**config.mk**
```make
export PLATFORM = sky130hd
export DESIGN_NAME = seq_divider
export DESIGN_NICKNAME = d
export VERILOG_FILES = /design/src/rtl/seq_divider.sv
export SDC_FILE = /design/constraint.sdc
export NUM_CORES = 1
export LEC_CHECK = 0
export CELL_PAD_IN_SITES_DETAIL_PLACEMENT = 0
export CELL_PAD_IN_SITES_GLOBAL_PLACEMENT = 1
export CORE_UTILIZATION = 43
export CTS_BUF_LIST = sky130_fd_sc_hd__clkbuf_4
export CTS_CLUSTER_DIAMETER = 50
export DETAILED_ROUTE_END_ITERATION = 10
export HOLD_SLACK_MARGIN = 0.1
export PLACE_DENSITY = 0.84
export SYNTH_ARGS = -nofsm -noshare
export SYNTH_HDL_FRONTEND = slang
export SYNTH_SLANG_ARGS = --single-unit
```
**constraint.sdc**
```tcl
create_clock -name clk -period 9 [get_ports clk]
set_input_delay 0.9 -clock clk [delete_from_list [all_inputs] [get_ports clk]]
set_output_delay 0.9 -clock clk [all_outputs]
set_load 0.02 [all_outputs]
```
**src/rtl/seq_divider.sv**
```systemverilog
// Sequential restoring divider, one quotient bit per clock.
// Unsigned WIDTH-bit operands; divide-by-zero finishes in one cycle.
module seq_divider #(
  parameter int WIDTH = 64
) (
  input  logic             clk,
  input  logic             reset_n,
  input  logic             start,
  input  logic [WIDTH-1:0] dividend,
  input  logic [WIDTH-1:0] divisor,
  output logic             busy,
  output logic             done,
  output logic [WIDTH-1:0] quotient,
  output logic [WIDTH-1:0] remainder,
  output logic             div_by_zero
);

  localparam int CW = $clog2(WIDTH + 1);

  typedef enum logic [1:0] {
    IDLE,
    RUN,
    DONE
  } state_t;

  state_t           state;
  logic [WIDTH-1:0] dvsr;
  logic [CW-1:0]    cnt;
  logic [WIDTH:0]   rem_sh;
  logic [WIDTH:0]   trial;

  // Trial subtraction on the shifted partial remainder (quotient
  // register doubles as the dividend shift register during RUN).
  always_comb begin
    rem_sh = {remainder, quotient[WIDTH-1]};
    trial  = rem_sh - {1'b0, dvsr};
  end

  // Control FSM plus datapath registers; all outputs registered.
  always_ff @(posedge clk or negedge reset_n) begin
    if (!reset_n) begin
      state       <= IDLE;
      busy        <= 1'b0;
      done        <= 1'b0;
      quotient    <= '0;
      remainder   <= '0;
      div_by_zero <= 1'b0;
      dvsr        <= '0;
      cnt         <= '0;
    end else begin
      done <= 1'b0;
      unique case (state)
        IDLE, DONE: begin
          if (start) begin
            dvsr        <= divisor;
            cnt         <= '0;
            div_by_zero <= 1'b0;
            if (divisor == '0) begin
              quotient    <= '1;
              remainder   <= dividend;
              div_by_zero <= 1'b1;
              busy        <= 1'b0;
              done        <= 1'b1;
              state       <= DONE;
            end else begin
              quotient  <= dividend;
              remainder <= '0;
              busy      <= 1'b1;
              state     <= RUN;
            end
          end else begin
            state <= IDLE;
          end
        end
        RUN: begin
          quotient <= {quotient[WIDTH-2:0], ~trial[WIDTH]};
          if (!trial[WIDTH]) begin
            remainder <= trial[WIDTH-1:0];
          end else begin
            remainder <= rem_sh[WIDTH-1:0];
          end
          cnt <= cnt + CW'(1);
          if (cnt == CW'(WIDTH - 1)) begin
            busy  <= 1'b0;
            done  <= 1'b1;
            state <= DONE;
          end
        end
        default: begin
          busy  <= 1'b0;
          state <= IDLE;
        end
      endcase
    end
  end

endmodule

```
==> impl_results.rst, run 1 <==
.. list-table::
   :header-rows: 1

   * - Metric
     - Value
   * - Filler Cell Count
     - slightly below 3000
   * - Actual transition at the worst max-transition pin
     - 1170 ps
   * - Starting Density
     - 0.438
   * - Number of max-cap violations
     - 0
   * - Wire length of the first global-routing pass
     - 72.1 mm
   * - Finished layout cell area
     - between 15000 and 20000 sq um
   * - Number of flops mapped to enable cells by yosys
     - 0
   * - Final number of max-transition violations
     - 0
   * - Placement-stage cell area
     - 16200 sq um
   * - Synth top area share
     - 0.381
   * - Clock-pin slew of the registers on the worst-case setup and hold paths
     - 80 ps
   * - Global-route met2 utilization
     - 0.417
   * - Die height
     - 179 microns
   * - FP Rows
     - 64
   * - Most common library cells after synthesis
     - sky130_fd_sc_hd__nand2_1, sky130_fd_sc_hd__o21ai_0, sky130_fd_sc_hd__dfrtp_1
   * - Cell type contributing the most total cell area after synthesis
     - sky130_fd_sc_hd__dfrtp_1
   * - Routability congestion estimate from global placement
     - 0.892
   * - Kind of start point of the critical path
     - register
   * - Top area cells in the synthesized netlist
     - sky130_fd_sc_hd__dfrtp_1, sky130_fd_sc_hd__o21ai_0, sky130_fd_sc_hd__nand2_1
   * - Unrepaired setup endpoints after global routing
     - no
   * - Combined area of all synthesized cells
     - 13400 sq um
   * - Hold-fix buffers at CTS
     - 0
   * - Core Footprint
     - 30600 sq um
   * - Period utilization
     - 0.520
   * - Category of the worst setup path capture point
     - register
   * - Met1 capacity usage during global routing
     - 0.453
   * - Initial DRC count
     - 1266
   * - Number of nets in the final layout
     - 2047
   * - TritonCTS clock tree
     - yes
   * - Run status
     - finished, final reports clean
   * - Count of endpoints failing setup in the final report
     - 0
   * - Net count of the mapped netlist
     - ~1800
   * - Top-level I/O count
     - 262
   * - Remaining max-slew budget at the tightest pin
     - 0.218
   * - Sequential share of the synthesized area
     - 0.381
   * - Hold Vio Cnt, Final
     - 0
   * - Clock network latency to the later pin of the worst-skew pair
     - 730 ps
   * - Total Die Area
     - 31900 sq um
   * - Final critical-path required period
     - 4680 ps
   * - Number of register bits inferred by synthesis
     - 204
   * - Total wire length after detailed routing
     - 47.5 mm
   * - Most numerous cell in the Yosys netlist
     - sky130_fd_sc_hd__nand2_1
   * - Share of cells above drive strength 1
     - 0.0603
   * - Type of the worst setup path
     - reg -> reg
   * - Worst Clk Skew
     - 86.8 ps
   * - Num CTS Buffers
     - 55
   * - Buffer depth of the longest clock path
     - 3
   * - Avg WL per Cell
     - 20.7 microns
   * - Via density
     - 5.91
   * - Horizontal die dimension
     - about 180 microns
   * - Via count of the routed design
     - approximately 14000
   * - Initial antenna violation count
     - 1
   * - H-tree depth reported by CTS
     - 2
   * - Number of global-route vias before repair
     - 12600
   * - Leftover overflow at the end of global routing
     - 0
   * - # DRC
     - 0
   * - Met3 GRT Util
     - 0.0452
   * - Initial DRT Pass Iterations
     - 5
   * - Async set-or-reset flop fraction in the synthesized netlist
     - 1.00
   * - Count of unique library cells instantiated by Yosys
     - slightly above 70
   * - Total of warnings raised by yosys
     - 0
   * - Cell chosen for the clock root
     - sky130_fd_sc_hd__clkbuf_4
   * - Estimated wirelength of the detail-placed design
     - 35.5 mm
   * - GRT busiest layer
     - met1
   * - # clock sinks
     - 204
   * - Worst endpoint data arrival time
     - between 5000 and 6000 ps
   * - Post-synthesis average cell area
     - between 8 and 9 sq um
   * - Post-CTS Repair Setup Buffers
     - 0
   * - Post-cts gate resize count
     - 0
   * - Class of the most critical hold timing path
     - in -> async
   * - Peak clock frequency supported by timing
     - 214 MHz
   * - Sum Neg Setup Slack
     - 0 ps
   * - Required time at the worst-slack endpoint
     - 9640 ps
   * - Layout overhead on the synthesized area
     - 26.1%
   * - Buffers added on ports
     - 261
   * - Fin util
     - 0.552
   * - GR Util All Layers
     - 0.294
   * - Number of nets with antenna violations after routing
     - 0
   * - Post-synthesis cell count
     - 1629
   * - CP Max Fanout
     - 27
   * - Dominant synthesized flop cell
     - sky130_fd_sc_hd__dfrtp_1
   * - Largest net degree at the start of global routing
     - 115
[sequential cells by signal (all words and copies together), names as in the netlist]
name and flops:
cnt 7, state 2, remainder 64, div_by_zero 1, busy 1, dvsr 64
quotient 64, done 1
[critical path, cell delays in order (launching register included)]
cell and delay, ps:
sky130_fd_sc_hd__dfrtp_1 420, sky130_fd_sc_hd__ha_1 360, sky130_fd_sc_hd__a211oi_1 360, sky130_fd_sc_hd__o21ai_1 130, sky130_fd_sc_hd__o2111ai_1 110, sky130_fd_sc_hd__nand2_1 460, sky130_fd_sc_hd__nor2_1 1050, sky130_fd_sc_hd__mux2_2 470
sky130_fd_sc_hd__or2_1 420, sky130_fd_sc_hd__buf_4 410, sky130_fd_sc_hd__a21oi_1 120, sky130_fd_sc_hd__a211oi_1 250
[metrics by stage]
stage | cells | hold WS, ps | setup slack [ps]
global placement | 2189 | 468 | 3960
global route | 2289 | 159 | 4080
finish | 2289 | 146 | 4320
CTS | 2288 | 141 | 4470
detailed placement | 2189 | 477 | 3970
floorplan | 1629 | 447 | 5750
[cell families (layout without fill, tap and decap cells)]
logic type	after synthesis	in the layout	share of synthesized area
DFF	204	204	0.381
muxes	16	16	0.0124
adders and majority gates	66	66	0.0622
buffers and inverters	189	452	0.0558
other	0	1	0
xor gates and xnor gates	56	56	0.0366
AOI/OAI and AO/OA	604	604	0.282
and+or+nand+nor	494	494	0.170
[layer usage]
metal / vias up / part of all wire / wire length [microns]
li1: 6426 / - / -
met1: 6434 / 0.49 / 23000
met2: 593 / 0.41 / 19700
met3: 78 / 0.075 / 3580
met4: 0 / 0.025 / 1180
met5: - / 0 / 0
[path summary, 6_finish.rpt]
kind,from,end,slack [ps],cells after the start
min in group clk,div_by_zero,div_by_zero,490,2
max in group asynchronous,reset_n,remainder[27],6540,3
max,remainder[56],remainder[41],4320,11
min reg2reg,div_by_zero,div_by_zero,490,2
max reg2reg,remainder[56],remainder[41],4320,11
min,reset_n,cnt[6],150,1
[cell type report]
type                    instances  area [sq um]  area share
diodes                          1          2.50    0.000148
clock buffers                  70           526      0.0311
clock inverters                29           181      0.0107
inverters                      80           300      0.0178
multi-input cells            1236          7580       0.449
flip-flops and latches        204          5100       0.302
well taps                     396           495      0.0293
repair buffers                273          2710       0.160
[placed cells by master, fill, tap and decap left out, types with 7 or more instances in the layout]
cell                              instances
sky130_fd_sc_hd__and3_1                  27
sky130_fd_sc_hd__a21o_1                  16
sky130_fd_sc_hd__xor2_1                  23
sky130_fd_sc_hd__clkdlybuf4s50_1        260
sky130_fd_sc_hd__o21a_1                  17
sky130_fd_sc_hd__xnor2_1                 33
sky130_fd_sc_hd__or3_1                    7
sky130_fd_sc_hd__clkbuf_4                70
sky130_fd_sc_hd__a32oi_1                  7
sky130_fd_sc_hd__mux2i_1                 14
sky130_fd_sc_hd__nand4_1                 22
sky130_fd_sc_hd__a21oi_1                100
sky130_fd_sc_hd__clkinv_2                 8
sky130_fd_sc_hd__o31ai_1                 12
sky130_fd_sc_hd__nor4_1                  25
sky130_fd_sc_hd__a211oi_1                27
sky130_fd_sc_hd__nor3_1                  19
sky130_fd_sc_hd__o21ai_0                212
sky130_fd_sc_hd__clkinv_1                17
sky130_fd_sc_hd__a31oi_1                 30
sky130_fd_sc_hd__o21ai_1                 14
sky130_fd_sc_hd__a221oi_1                23
sky130_fd_sc_hd__buf_4                   12
sky130_fd_sc_hd__o211ai_1                11
sky130_fd_sc_hd__nand2_1                261
sky130_fd_sc_hd__nand3_1                 37
sky130_fd_sc_hd__o21bai_1                 9
sky130_fd_sc_hd__a22oi_1                 82
sky130_fd_sc_hd__inv_1                   79
sky130_fd_sc_hd__ha_1                    65
sky130_fd_sc_hd__nor2_1                  53
sky130_fd_sc_hd__dfrtp_1                204
Power of run 1 is not shown: default switching activity piles up to over one toggle a cycle in this logic, so the estimate is an artifact.
==> run 2: changes to the inputs <==
Settings changed: CORE_UTILIZATION 43 to 36, PLACE_DENSITY 0.84 to 0.75.
Clock period 9 ns to 4 ns, I/O delays scaled along.
==> run 2 against run 1 <==
Against the previous run: cell count increased by 4.3%; routed wire length increased by 6.9%; first-iteration DRC count increased by 1.7%; global-route usage decreased by 3.1 points; setup slack got worse by 3900 ps; core utilization decreased by 8.1 points; non-clock buffer count increased by 21; maximum frequency increased by 32%; die area increased by 19%; count of clock-buffer cells in the layout increased by 12; register-to-register slack got worse by 3900 ps; clock skew decreased by 51 ps.
==> impl_results.rst, run 2 (synthesis results as in run 1) <==
.. list-table::
   :header-rows: 1

   * - Metric
     - Value
   * - Top Family by Delay on Critical Path
     - compound AO/OA/AOI/OAI gates
   * - Total wire length after detailed routing
     - 50.8 mm
   * - H-tree depth reported by CTS
     - 2
   * - Core Footprint
     - 36600 sq um
   * - Slowest Stage Delay on Critical Path
     - 470 ps
   * - GR Util All Layers
     - 0.262
   * - Layout overhead on the synthesized area
     - 28.7%
   * - Buffers added on ports
     - around 260
   * - Wire length of the first global-routing pass
     - 77.9 mm
   * - Hold Vio Cnt, Final
     - 0
   * - Initial antenna violation count
     - 2
   * - Top-level I/O count
     - 262
   * - # DRC
     - 0
   * - Buffer depth of the longest clock path
     - 3
   * - TritonCTS clock tree
     - yes
   * - Starting Density
     - 0.366
   * - Initial DRT Pass Iterations
     - 5
   * - # clock sinks
     - ~200
   * - Via density
     - 5.78
   * - Worst Clk Skew
     - 35.7 ps
   * - Class of the most critical hold timing path
     - in -> reg
   * - Remaining max-slew budget at the tightest pin
     - 0.311
   * - Total Die Area
     - 38000 sq um
   * - Fin util
     - 0.471
   * - Initial DRC count
     - 1287
   * - Horizontal die dimension
     - 195 microns
   * - Crit-path cells
     - inv_1, ha_1, fa_1, nor2b_1, o31a_1, o211ai_1, a31o_1, a211oi_2, o21ai_1, and2_4, mux2_4, a2111oi_1, o21ai_1
   * - Peak clock frequency supported by timing
     - 283 MHz
   * - Number of global-route vias before repair
     - between 10000 and 15000
   * - Number of nets with antenna violations after routing
     - 0
   * - Cell repeated most along the worst path
     - sky130_fd_sc_hd__o21ai_1
   * - Post-CTS Repair Setup Buffers
     - 0
   * - Buffers and inverters on the worst path
     - 1
   * - Worst endpoint data arrival time
     - 4140 ps
   * - Largest net degree at the start of global routing
     - roughly 130
   * - Commonest non-fill, non-tap cell in the layout
     - sky130_fd_sc_hd__nand2_1
   * - Filler Cell Count
     - roughly 3700
   * - Final number of max-transition violations
     - 0
   * - Run status
     - finished, final reports clean
   * - Estimated wirelength of the detail-placed design
     - slightly below 40 mm
   * - Share of cells above drive strength 1
     - 0.0730
   * - Kind of start point of the critical path
     - register
   * - Largest registers
     - dvsr x64, quotient x64, remainder x64
   * - Clock-pin slew of the registers on the worst-case setup and hold paths
     - 70 ps
   * - Critical path's slowest cell
     - sky130_fd_sc_hd__a2111oi_1
   * - Period utilization
     - 0.883
   * - Avg WL per Cell
     - 21.3 microns
   * - Final critical-path required period
     - roughly 3500 ps
   * - Placed instance count
     - 2281
   * - Cell chosen for the clock root
     - sky130_fd_sc_hd__clkbuf_4
   * - Count of endpoints failing setup in the final report
     - 0
   * - Routability congestion estimate from global placement
     - ~0.90
   * - Unrepaired setup endpoints after global routing
     - no
   * - Via count of the routed design
     - 13800
   * - Num CTS Buffers
     - 57
   * - Category of the worst setup path capture point
     - register
   * - Actual transition at the worst max-transition pin
     - 1020 ps
   * - FP Rows
     - 70
   * - Clock network latency to the later pin of the worst-skew pair
     - 740 ps
   * - CP Max Fanout
     - 9
   * - Number of max-cap violations
     - 0
   * - Die height
     - 195 microns
   * - Sum Neg Setup Slack
     - 0 ps
   * - Fin cells
     - 2388
   * - Commonest cells after routing, fill and taps aside
     - sky130_fd_sc_hd__nand2_1, sky130_fd_sc_hd__clkdlybuf4s50_1, sky130_fd_sc_hd__o21ai_0, sky130_fd_sc_hd__dfrtp_1, sky130_fd_sc_hd__a21oi_1
   * - Type of the worst setup path
     - reg -> reg
   * - Number of nets in the final layout
     - a little over 2000
   * - Required time at the worst-slack endpoint
     - 4610 ps
   * - Leftover overflow at the end of global routing
     - 0
==> run 2: path summary, 6_finish.rpt <==
| kind | startpoint | to | slack [ps] | cells past startpoint |
|---|---|---|---|---|
| setup reg to reg | quotient[63] | remainder[25] | 470 | 13 |
| hold / removal | divisor[33] | dvsr[33] | 270 | 3 |
| min in group asynchronous | reset_n | dvsr[47] | 330 | 2 |
| max in group asynchronous | reset_n | quotient[30] | 2720 | 3 |
| setup / recovery | quotient[63] | remainder[25] | 470 | 13 |
| hold reg to reg | div_by_zero | div_by_zero | 490 | 2 |
==> run 2: worst register-to-register path, delay by kind of cell, from the launching register on <==
family | cells | cell delay, ps
compound gates | 7 | 1670
fa+ha+maj | 2 | 630
flops | 1 | 360
mux | 1 | 360
simple gates | 2 | 350
buf+inv | 1 | 50
==> run 2: stage by stage <==
| stage | setup slack [ps] | area, sq um | hold slack [ps] |
|---|---|---|---|
| after detailed placement | 68.1 | 16500 | 477 |
| after global routing | 264 | 17200 | 235 |
| final | 469 | 17200 | 265 |
| after global placement | 136 | 16500 | 468 |
| after CTS | 541 | 17200 | 213 |
| after floorplan | 745 | 13400 | 104 |
==> run 2: area by class of cell <==
class | count | area [sq um] | share of cell area
Antenna cell | 1 | 2.50 | 0.000145
Clock buffer | 82 | 616 | 0.0357
Clock inverter | 23 | 146 | 0.00849
Inverter | 80 | 300 | 0.0174
Multi-Input combinational cell | 1236 | 7580 | 0.440
Sequential cell | 204 | 5100 | 0.296
Tap cell | 468 | 586 | 0.0340
Timing Repair Buffer | 294 | 2900 | 0.168
==> run 2: layer usage <==
metal	wire [microns]	track usage
met1	24300	0.393
met2	21500	0.381
met3	3550	0.0441
met4	1430	0.0825
met5	13	0
==> run 2: what timing repair did <==
item	4_1_cts	5_1_grt
hold endpoints to repair	91	0
hold buffers	1	0
resized for setup	0	0
Power of run 2 is left out for the same reason.
